File: config.mk
export PLATFORM = sky130hd
export DESIGN_NAME = uart_rx_param
export DESIGN_NICKNAME = d
export VERILOG_FILES = /design/src/rtl/uart_rx_param.sv
export SDC_FILE = /design/constraint.sdc
export NUM_CORES = 1
export LEC_CHECK = 0
export ABC_CLOCK_PERIOD_IN_PS = 2900
export CORE_UTILIZATION = 30
export CTS_CLUSTER_DIAMETER = 40
export DETAILED_ROUTE_END_ITERATION = 8
export MAX_ROUTING_LAYER = met4
export PLACE_DENSITY = 0.54
export SETUP_SLACK_MARGIN = 0.2
export SYNTH_ARGS = -nofsm -noshare
export SYNTH_HDL_FRONTEND = slang
export SYNTH_SLANG_ARGS = --single-unit
File: constraint.sdc
create_clock -name clk -period 2.9 [get_ports clk]
set_clock_uncertainty 0.15 [all_clocks]
set_input_delay 0.29 -clock clk [delete_from_list [all_inputs] [get_ports clk]]
set_output_delay 0.29 -clock clk [all_outputs]
set_load 0.1 [all_outputs]
File: src/rtl/uart_rx_param.sv
`default_nettype none
// ============================================================================
// uart_rx_param : oversampling UART receiver with a first-word-fall-through FIFO
// Revision      : 1.0
// ============================================================================
module uart_rx_param #(
  parameter int DATA_BITS  = 8,
  parameter int OVERSAMPLE = 16,
  parameter int PARITY     = 0,
  parameter int STOP_BITS  = 1,
  parameter int FIFO_DEPTH = 4
) (
  input  logic                          clk,
  input  logic                          Rst,
  input  logic                          baud_tick,
  input  logic                          rx,
  input  logic                          rd_en,
  input  logic                          clr_err,
  output logic [DATA_BITS-1:0]          rd_data,
  output logic                          rx_valid,
  output logic [$clog2(FIFO_DEPTH):0]   fifo_count,
  output logic                          busy,
  output logic                          parity_err,
  output logic                          frame_err,
  output logic                          overrun
);

  localparam int CW = $clog2(OVERSAMPLE);
  localparam int AW = $clog2(FIFO_DEPTH);
  localparam int BW = $clog2(DATA_BITS + 1);

  localparam logic [CW-1:0] HALF_TICK = CW'(OVERSAMPLE / 2 - 1);
  localparam logic [CW-1:0] FULL_TICK = CW'(OVERSAMPLE - 1);
  localparam logic [BW-1:0] LAST_DATA = BW'(DATA_BITS - 1);
  localparam logic [BW-1:0] LAST_STOP = BW'(STOP_BITS - 1);
  localparam logic [AW:0]   FULL_CNT  = (AW + 1)'(FIFO_DEPTH);

  typedef enum logic [2:0] {
    IDLE  = 3'd0,
    START = 3'd1,
    DATA  = 3'd2,
    PAR   = 3'd3,
    STOP  = 3'd4
  } state_e;

  state_e               state_q, state_d;
  logic                 sync1_q, sync2_q;
  logic [CW-1:0]        tick_q, tick_d;
  logic [BW-1:0]        bit_q, bit_d;
  logic [DATA_BITS-1:0] shreg_q, shreg_d;
  logic                 perr_q, perr_d;
  logic                 ferr_q, ferr_d;
  logic                 ovr_q, ovr_d;
  logic [AW-1:0]        wr_ptr_q, wr_ptr_d;
  logic [AW-1:0]        rd_ptr_q, rd_ptr_d;
  logic [AW:0]          count_q, count_d;
  logic [DATA_BITS-1:0] mem_q [FIFO_DEPTH];

  logic rx_s;
  logic push, push_ok, pop, full;
  logic perr_set, ferr_set, ovr_set;
  logic ones_odd;

  assign rx_s = sync2_q;

  // Receiver FSM: all timing is counted in baud_tick strobes.
  always_comb begin
    state_d  = state_q;
    tick_d   = tick_q;
    bit_d    = bit_q;
    shreg_d  = shreg_q;
    push     = 1'b0;
    perr_set = 1'b0;
    ferr_set = 1'b0;
    ones_odd = ^{shreg_q, rx_s};
    if (baud_tick) begin
      case (state_q)
        IDLE: begin
          if (!rx_s) begin
            tick_d  = '0;
            state_d = START;
          end
        end
        START: begin
          if (tick_q == HALF_TICK) begin
            tick_d = '0;
            bit_d  = '0;
            // A line that is high again at mid-start was only a glitch.
            state_d = rx_s ? IDLE : DATA;
          end else begin
            tick_d = tick_q + 1'b1;
          end
        end
        DATA: begin
          if (tick_q == FULL_TICK) begin
            tick_d  = '0;
            shreg_d = {rx_s, shreg_q[DATA_BITS-1:1]};
            if (bit_q == LAST_DATA) begin
              bit_d   = '0;
              state_d = (PARITY != 0) ? PAR : STOP;
            end else begin
              bit_d = bit_q + 1'b1;
            end
          end else begin
            tick_d = tick_q + 1'b1;
          end
        end
        PAR: begin
          if (tick_q == FULL_TICK) begin
            tick_d   = '0;
            bit_d    = '0;
            perr_set = (PARITY == 1) ? ones_odd : !ones_odd;
            state_d  = STOP;
          end else begin
            tick_d = tick_q + 1'b1;
          end
        end
        STOP: begin
          if (tick_q == FULL_TICK) begin
            tick_d   = '0;
            ferr_set = !rx_s;
            if (bit_q == LAST_STOP) begin
              bit_d   = '0;
              push    = 1'b1;
              state_d = IDLE;
            end else begin
              bit_d = bit_q + 1'b1;
            end
          end else begin
            tick_d = tick_q + 1'b1;
          end
        end
        default: state_d = IDLE;
      endcase
    end
  end

  // FIFO bookkeeping; a push into a full FIFO only survives if a pop frees a slot.
  always_comb begin
    full     = (count_q == FULL_CNT);
    pop      = rd_en && (count_q != '0);
    push_ok  = push && (!full || pop);
    ovr_set  = push && full && !pop;
    wr_ptr_d = push_ok ? wr_ptr_q + 1'b1 : wr_ptr_q;
    rd_ptr_d = pop ? rd_ptr_q + 1'b1 : rd_ptr_q;
    count_d  = count_q;
    case ({push_ok, pop})
      2'b10:   count_d = count_q + 1'b1;
      2'b01:   count_d = count_q - 1'b1;
      default: count_d = count_q;
    endcase
    perr_d = (perr_q && !clr_err) || perr_set;
    ferr_d = (ferr_q && !clr_err) || ferr_set;
    ovr_d  = (ovr_q && !clr_err) || ovr_set;
  end

  always_ff @(posedge clk or negedge Rst) begin
    if (!Rst) begin
      sync1_q  <= 1'b1;
      sync2_q  <= 1'b1;
      state_q  <= IDLE;
      tick_q   <= '0;
      bit_q    <= '0;
      shreg_q  <= '0;
      perr_q   <= 1'b0;
      ferr_q   <= 1'b0;
      ovr_q    <= 1'b0;
      wr_ptr_q <= '0;
      rd_ptr_q <= '0;
      count_q  <= '0;
    end else begin
      sync1_q  <= rx;
      sync2_q  <= sync1_q;
      state_q  <= state_d;
      tick_q   <= tick_d;
      bit_q    <= bit_d;
      shreg_q  <= shreg_d;
      perr_q   <= perr_d;
      ferr_q   <= ferr_d;
      ovr_q    <= ovr_d;
      wr_ptr_q <= wr_ptr_d;
      rd_ptr_q <= rd_ptr_d;
      count_q  <= count_d;
    end
  end

  // Storage needs no reset: rd_data is masked whenever the FIFO is empty.
  always_ff @(posedge clk) begin
    if (push_ok) begin
      mem_q[wr_ptr_q] <= shreg_q;
    end
  end

  assign rx_valid   = (count_q != '0);
  assign rd_data    = rx_valid ? mem_q[rd_ptr_q] : '0;
  assign fifo_count = count_q;
  assign busy       = (state_q != IDLE);
  assign parity_err = perr_q;
  assign frame_err  = ferr_q;
  assign overrun    = ovr_q;

endmodule
`default_nettype wire

# == Word-level counts from Yosys, hierarchy flattened ==
# Memories as Yosys holds them, arrays and structs flattened.
# Cells that the tools add are included.
# totals
ff_bits,31
ram_bits,32
out_inout_bits,16
elab_cells,99
memories,1
# memory_table
name,words,word_bits,read_ports,rd_ports_with_merged_regs,wr,line,rtl
mem_q,4,8,1,0,1,57,logic [DATA_BITS-1:0] mem_q [FIFO_DEPTH];
# classes
add_sub_neg,6
eq_ne,17
muxes,34
n_reduce_logical,29
# op_table
cell,n
$mux W4,9
$mux W3,7
$pmux W4 S4,1
$pmux W3 S5,1
$ne A2 B2 Y1 const B,7
$mux W1,12
$pmux W4 S3,1
$reduce_bool A3 Y1,3
$reduce_xor A9 Y1,1
$add A4 B1 Y4 const B,2
$eq A4 B3 Y1 const B,2
$mux W8,1
$reduce_and A8 Y1,1
$logic_and A1 B1 Y1,7
$eq A3 B2 Y1 const B,2
$eq A3 B3 Y1 const B,2
$pmux W3 S2,1
$reduce_and A3 Y1,2
$reduce_and A6 Y1,1
$logic_not A1 Y1,5
$add A2 B1 Y2 const B,2
$eq A4 B4 Y1 const B,1
$logic_not A4 Y1,1
$logic_or A1 B1 Y1,4
other kinds (10),10

# == Longest topological paths before layout ==
# Gate-level depths: netlist of the first run.
# depth
word_depth,8
mapped_depth,10

# == Worst setup path after synthesis of the first run ==
# Ideal clock, no wire load.
# synth_path
path_kind,register to output
startpoint,register count_q[0] (netlist: fifo_count[0])
endpoint,output port rd_data[0]
t_arrival_ns,2.771
t_required_ns,2.460
setup_slack_ns,-0.311
path_stages_with_launch,3
path_buffers,0
path_cell_list,dfrtp_1 -> nor3_1 -> nor2b_1
# synth_via
elab_chain_cells,2
# synth_lines
item,line,rtl
start: declaration,56,"logic [AW:0] count_q, count_d;"
start signal: assignment,183,count_q <= count_d;
$reduce_bool A3 Y1,194,assign rx_valid = (count_q != '0);
$mux W8,195,assign rd_data = rx_valid ? mem_q[rd_ptr_q] : '0;
end: declaration,19,"output logic [DATA_BITS-1:0] rd_data,"
# No other way between the ends.

# == Worst setup path in the final report of the first run ==
# layout_path
startpoint,register bit_q[0]
endpoint,register state_q[2]
# layout_via
elab_chain_cells,3
# layout_lines
item,line,rtl
start: declaration,49,"logic [BW-1:0] bit_q, bit_d;"
start signal: assignment,176,bit_q <= bit_d;
$eq A4 B3 Y1 / $logic_not A4 Y1 (equally long branches),"98, 122",
$ne A2 B2 Y1 (no line),n/a,
$reduce_and A8 Y1 (no line) *,n/a,
end signal: assignment,174,state_q <= state_d;
end: declaration,46,"state_e state_q, state_d;"
# Every way passes the cells marked *; elsewhere a longest branch is shown, timed or not.
# A chain may end at the register's enable or synchronous reset.

==> results of run 1 <==
==> metal layers <==
metal	part of all wire	track usage	vias to the layer above
met5	0	-	-
met4	0.0099	0.0455	0
met3	0.023	0.0366	8
met2	0.50	0.197	23
met1	0.47	0.155	943
li1	-	-	913
==> power by group <==
part           internal, mW  switching [mW]  leakage (nW)  total (mW)
Combinational         0.616            1.41         0.667        2.02
Clock                 0.394           0.338        0.0960       0.732
Sequential             1.01           0.161         0.700        1.17
==> cell usage after synthesis, types with 4 or more instances <==
| master | instances |
|---|---|
| clkbuf_1 | 9 |
| dfrtp_1 | 29 |
| ha_1 | 7 |
| mux2_1 | 8 |
| nor3_1 | 5 |
| nor2_1 | 4 |
| nor3b_1 | 4 |
| o31ai_1 | 4 |
| mux4_2 | 8 |
| nand2_1 | 8 |
| edfxtp_1 | 32 |
| nor2b_1 | 10 |
| inv_1 | 11 |
| and2_1 | 5 |
| or3b_1 | 4 |
| xnor2_1 | 10 |
| nand3_1 | 7 |
| o21ai_1 | 7 |
==> final timing paths <==
kind,from,end,slack (ps),cells after the start
setup / recovery,bit_q[0]$_DFFE_PN0P_,state_q[2]$_DFFE_PN0P_,350,7
hold / removal,Rst,frame_err$_DFF_PN0_,180,2
setup reg to reg,bit_q[0]$_DFFE_PN0P_,state_q[2]$_DFFE_PN0P_,350,7
hold reg to reg,sync1_q$_DFF_PN1_,rx_s$_DFF_PN1_,210,0
max in group asynchronous,Rst,rx_s$_DFF_PN1_,2080,2
min in group clk,rx,sync1_q$_DFF_PN1_,210,1
==> flip-flops by register name (all words and copies together) (netlist names) <==
name / flops
mem_q: 32
tick_q: 4
rd_ptr_q: 2
frame_err: 1
shreg_q: 8
state_q: 3
overrun: 1
bit_q: 4
fifo_count: 3
parity_err: 1
wr_ptr_q: 2
rx_s: 1
sync1_q: 1
==> final cells by class <==
class	count	area, sq um
inverters	12	45.0
fillers	997	6160
multi-input cells	140	1250
well taps	133	166
flip-flops and latches	63	1740
clock buffers	10	128
repair buffers	34	268
clock inverters	6	61.3
==> cell families after synthesis <==
kind of cell,after synthesis
simple gates,64
flops,63
compound gates,35
buf+inv,22
mux,22
xor+xnor,11
fa+ha+maj,8
==> critical path: stages (launching register included) <==
cell and delay [ps]:
dfrtp_1 400, inv_1 110, ha_1 160, or3b_1 390
buf_4 190, a22oi_4 210, or4b_4 530, mux2_4 310
==> cells in the final DEF, fill, tap and decap left out, types with 8 or more instances in the layout <==
cell type / count
xnor2_1: 10
mux4_2: 8
edfxtp_1: 32
inv_1: 11
clkbuf_8: 9
buf_4: 29
nand2_1: 8
dfrtp_1: 29
mux2_1: 8
nor2b_2: 8
==> metrics by stage <==
stage,area (sq um),power [mW]
2_1_floorplan,3070,2.82
3_3_place_gp,3460,3.21
3_5_place_dp,3460,3.22
4_1_cts,3650,3.97
5_1_grt,3650,4.14
6_report,3650,3.93
==> reports/qor.log, run 1 <==
INFO  global_route   grt_usage=0.126
INFO  worst_setup_path endpoint_kind=flop
INFO  synth          fraction_of_the_mapped_netlist_area_in_compound_gates=0.0830
INFO  timing         finalWorstPathRequiredPeriod=2550ps
INFO  cts            clock_tree.buffer_depth=2
INFO  global_route   first_pass_grt_wire_length=9470microns
INFO  finish         numnets_final=274
INFO  cts            h-tree-depth=3
INFO  synth          synth.yosys.warnings=0
INFO  global_route   grt_max_degree=32
INFO  cts            ctsResizeCount=0
INFO  synth          synth_top_flop_cell=edfxtp_1
INFO  cts            post_cts_buffers=0
INFO  timing         setup-violations-final=0
INFO  finish         post_layout_nonfiller_instances=398
INFO  timing         worst-slew-pin-transition=675ps
INFO  power_and_ir_drop power.ir.vdd_worst=0.713mV
INFO  synth          synth-seq-cells=63
INFO  timing         post_route_worst_setup_slack=351ps
INFO  cts            inserted_clock_buffers=9
INFO  detailed_routing drt_drc_violations_left=0
INFO  synth          share_of_synthesized_area_occupied_by_flip_flops_and_latches=0.571
INFO  synth          postSynthAreaPerCell=13.5squm
INFO  timing         min_period_over_period=0.879
INFO  floorplanning  die_width=103microns
INFO  floorplanning  floorplan.io_pins=22
INFO  flow_run       max_cap_viols=0
INFO  worst_setup_path timing.critical_path.fanout_max=6
INFO  timing         holdWs=180ps
INFO  synth          yosys.area_share.xor_xnor=0.0362
INFO  floorplanning  die_ar=10600squm
INFO  place          placement.setup.worst_slack=240ps
INFO  synth          synth_nets=239
INFO  synth          syn_inst_count=225
INFO  detailed_routing antenna_violating_nets_post_route=0
INFO  synth          synth_top_cell_by_area=edfxtp_1
INFO  synth          netlist-cell-type-count=51
INFO  worst_setup_path timing.critical_path.from_type=flop
INFO  cts            total_of_hold_buffers_inserted_after_clock_tree_synthesis=0
INFO  detailed_routing drt_total_wl=5790microns
INFO  finish         layout_cell_share_with_drive_strength_beyond_1=0.275
INFO  floorplanning  core=9820squm
INFO  place          port-buffer-count=21
INFO  power_and_ir_drop power_per_cell_area=1080nW/um^2
INFO  floorplanning  die_height=103microns
INFO  synth          synthSimpleGateAreaFrac=0.132
INFO  synth          synth.area.mux_share=0.112
INFO  synth          proportion_of_register_bits_with_asynchronous_set_or_reset_after_synthesis=0.492
INFO  global_route   grt_pass1_vias=1802
INFO  outcome        run_status=finished, final reports clean
INFO  global_route   initial_antenna_violation_count=0
INFO  power_and_ir_drop static-leakage-power=1.46nW
INFO  cts            clockRootBuffer=clkbuf_8
INFO  detailed_routing detailroute.via_count=1887
INFO  timing         maxSlewHeadroom=0.546
INFO  worst_setup_path worstPathArrival=2620ps
INFO  worst_setup_path cp.required=2970ps
INFO  detailed_routing dr.first_iter.drc_count=72
INFO  finish         syn_to_final_growth=20.1%
INFO  place          post-dp-hpwl=3950microns
INFO  timing         slew_violations=0
INFO  finish         final_core_utilization=0.372
INFO  place          routabilityCongestion=0.808
INFO  synth          syn-cell-area=3040squm
INFO  synth          post-synth-top-area-fraction=0.316
INFO  detailed_routing avgRoutedWirePerCell=14.5microns
INFO  detailed_routing drt-vias-per-instance=4.74
INFO  cts            path_clk_slew=70ps
INFO  synth          synth_top_family_by_area=simple AND/OR/NAND/NOR gates
INFO  worst_setup_path critPathKind=reg -> reg
INFO  timing         finalHoldViolCount=0
INFO  floorplanning  starting_utilization_of_the_core_area=0.310
INFO  min_path       hold_path.class=in -> async
INFO  cts            tritoncts=done
INFO  place          dp.cells=382
INFO  synth          synth_enable_flop_cells=32
INFO  timing         fmaxAchievable=392MHz
INFO  floorplanning  row_count=36
INFO  timing         final.setup.tns=0ps
INFO  synth          yosys-top-cells-area=edfxtp_1 32%, dfrtp_1 24%, mux4_2 5.9%
INFO  cts            clock_sinks=63
INFO  synth          synth-adder-area-share=0.0353
INFO  detailed_routing first_pass_iters=4
INFO  cts            clk_latency=340ps
INFO  timing         rsz0062_at_grt=false
INFO  global_route   overflow=0
INFO  finish         antennaDiodeCount=0
No activity file was read; power rests on OpenSTA's default activity.
==> inputs of run 2 (changes only) <==
CORE_ASPECT_RATIO = 1.5   (was unset)
==> run 2 against run 1 <==
  * First-iteration DRC count shrank 11%
  * The flow now finishes with violations (design-rule violations)
  * Highest routed layer unchanged
  * Power grew 10%
  * Die area is essentially flat
  * Cell count shrank 5.0%
  * Sequential power is essentially flat
  * Count of clock-buffer cells in the layout shrank 1
==> reports/qor.log, run 2 (synthesis gave the netlist of run 1 again) <==
INFO  finish         numnets_final=272
INFO  worst_setup_path cp.required=2950ps
INFO  timing         slew_violations=0
INFO  worst_setup_path crit_slowest_cell=or3b_4
INFO  finish         layout_filler_cell_count=915
INFO  worst_setup_path timing.critical_path.slowest_cell_delay=440ps
INFO  timing         finalWorstPathRequiredPeriod=2520ps
INFO  finish         top_register=mem_q
INFO  flow_run       max_cap_viols=0
INFO  power_and_ir_drop netSwitchingFraction=0.450
INFO  timing         finalHoldViolCount=0
INFO  finish         syn_to_final_growth=23.6%
INFO  worst_setup_path worstPathArrival=2570ps
INFO  timing         fmaxAchievable=396MHz
INFO  worst_setup_path cp_top_family=simple AND/OR/NAND/NOR gates
INFO  cts            ctsResizeCount=0
INFO  global_route   overflow=0
INFO  detailed_routing dr.first_iter.drc_count=64
INFO  finish         layout_common_cells=32 x edfxtp_1, 29 x dfrtp_1, 27 x buf_4
INFO  timing         worst-slew-pin-transition=604ps
INFO  detailed_routing drt-vias-per-instance=4.98
INFO  cts            clockRootBuffer=clkbuf_16
INFO  cts            clock_tree.buffer_depth=2
INFO  floorplanning  core=9740squm
INFO  min_path       hold_path_end=rx_s$_DFF_PN1_
INFO  floorplanning  starting_utilization_of_the_core_area=0.312
INFO  worst_setup_path timing.critical_path.from_type=flop
INFO  power_and_ir_drop power.ir.vdd_worst=0.595mV
INFO  outcome        failing_checks=design-rule violations
INFO  worst_setup_path worst_r2r_startpoint=bit_q[0]$_DFFE_PN0P_
INFO  power_and_ir_drop static-leakage-power=1.53nW
INFO  floorplanning  row_count=44
INFO  power_and_ir_drop netSwitchingPower=1.95mW
INFO  place          post-dp-hpwl=4040microns
INFO  place          place_area=3420squm
INFO  min_path       critical_hold_path_startpoint=sync1_q$_DFF_PN1_
INFO  cts            total_of_hold_buffers_inserted_after_clock_tree_synthesis=0
INFO  worst_setup_path rrSetupSlack=380ps
INFO  timing         min_period_over_period=0.870
INFO  global_route   grt_pass1_vias=1906
INFO  timing         maxSlewHeadroom=0.594
INFO  detailed_routing antenna_violating_nets_post_route=0
INFO  floorplanning  die_height=125microns
INFO  place          placement.setup.worst_slack=209ps
INFO  floorplanning  floorplan.io_pins=22
INFO  timing         post_route_worst_setup_slack=377ps
INFO  finish         reg.largest.list=mem_q x32, shreg_q x8
INFO  worst_setup_path reg2regPathDepth=9
INFO  detailed_routing drt_drc_violations_left=4
INFO  cts            inserted_clock_buffers=9
INFO  cts            clock_sinks=63
INFO  finish         largest_register_ffs=32
INFO  global_route   first_pass_grt_wire_length=9450microns
INFO  timing         setup-violations-final=0
INFO  finish         final-seq-area=1740squm
INFO  place          routabilityCongestion=0.841
INFO  cts            h-tree-depth=3
INFO  worst_setup_path worst_reg2reg_endpoint=fifo_count[2]$_DFFE_PN0P_
INFO  worst_setup_path cp.buffers_inverters=1
INFO  worst_setup_path endpoint_kind=flop
INFO  worst_setup_path timing.critical_path.fanout_max=4
INFO  min_path       holdPathStages=0
INFO  floorplanning  die_width=84.3microns
INFO  power_and_ir_drop power_per_cell_area=1150nW/um^2
INFO  place          port-buffer-count=21
INFO  worst_setup_path critPathKind=reg -> reg
INFO  outcome        run_status=complete, but fails checks
INFO  cts            tritoncts=done
INFO  detailed_routing avgRoutedWirePerCell=15.1microns
INFO  power_and_ir_drop pwr-share-seq=0.271
INFO  power_and_ir_drop power_share_of_the_combinational_group=0.461
INFO  cts            post_cts_buffers=0
INFO  detailed_routing first_pass_iters=6
INFO  finish         finalInstanceArea=3760squm
INFO  global_route   initial_antenna_violation_count=0
INFO  floorplanning  die_ar=10600squm
INFO  power_and_ir_drop clkPwrFrac=0.267
INFO  min_path       hold_path.class=reg -> reg
INFO  global_route   grt_max_degree=32
INFO  finish         multi_input_comb_area=1250squm
INFO  power_and_ir_drop cellInternalPower=2.39mW
INFO  detailed_routing detailroute.via_count=1881
INFO  finish         layout_cell_share_with_drive_strength_beyond_1=0.274
INFO  finish         antennaDiodeCount=0
INFO  cts            clk_latency=320ps
INFO  detailed_routing drt_total_wl=5720microns
INFO  worst_setup_path timing.critical_path.cells=inv_1 -> ha_1 -> or3b_4 -> nor3_4 -> nor2_1 -> fa_1 -> a311oi_1 -> a31oi_1 -> xnor2_1
INFO  finish         commonest_non_fill_non_tap_cell_in_the_layout=edfxtp_1
INFO  cts            path_clk_slew=60ps
INFO  timing         final.setup.tns=0ps
INFO  timing         rsz0062_at_grt=false
INFO  global_route   grt_usage=0.120
-- run 2: metrics by stage --
stage	instances	util	hold WS, ps	total power [mW]
after global placement	362	0.351	198	3.20
after floorplan	225	-	-156	2.82
final	378	0.386	205	4.34
after CTS	378	0.385	205	4.39
after detailed placement	362	0.351	197	3.21
after global routing	378	0.386	211	4.53
-- run 2: worst register-to-register path, stage by stage, from the launching register on --
cell and delay, ps:
dfrtp_1 400, inv_1 110, ha_1 160, or3b_4 440
nor3_4 200, nor2_1 70, fa_1 400, a311oi_1 230
a31oi_1 90, xnor2_1 160
-- run 2: how the worst max path moves through the flow --
stage                                   start                   endpoint  slack (ps)  cells after the start
CTS                      bit_q[0]$_DFFE_PN0P_  fifo_count[2]$_DFFE_PN0P_         200                      9
global route             bit_q[0]$_DFFE_PN0P_  fifo_count[2]$_DFFE_PN0P_         210                      9
global placement                    baud_tick      mem_q[2][0]$_DFFE_PP_         290                      5
detailed placement       bit_q[0]$_DFFE_PN0P_  fifo_count[2]$_DFFE_PN0P_         210                      9
floorplan           fifo_count[0]$_DFFE_PN0P_                 rd_data[0]         240                      2
finish                   bit_q[0]$_DFFE_PN0P_  fifo_count[2]$_DFFE_PN0P_         380                      9
-- run 2: area by class of cell --
| type | count | area share |
|---|---|---|
| Multi-Input combinational cell | 140 | 0.333 |
| Inverter | 12 | 0.0120 |
| Clock buffer | 9 | 0.0599 |
| Tap cell | 115 | 0.0382 |
| Sequential cell | 63 | 0.462 |
| Clock inverter | 7 | 0.0273 |
| Timing Repair Buffer | 32 | 0.0672 |
-- run 2: per-layer routing --
layer	vias to the layer above	GRT usage	wire, microns
met5	-	-	0
met4	0	0.0517	64
met3	5	0.0257	175
met2	32	0.208	3070
met1	933	0.133	2410
li1	911	-	-
-- run 2: power by group through the flow --
| stage | logic (mW) | registers [mW] | clock network (mW) |
|---|---|---|---|
| final | 2.00 | 1.18 | 1.16 |
| after global routing | 2.11 | 1.20 | 1.22 |
| after CTS | 2.02 | 1.18 | 1.19 |
| after detailed placement | 2.01 | 1.20 | 0 |
| after global placement | 2.00 | 1.20 | 0 |
| after floorplan | 1.56 | 1.26 | 0 |
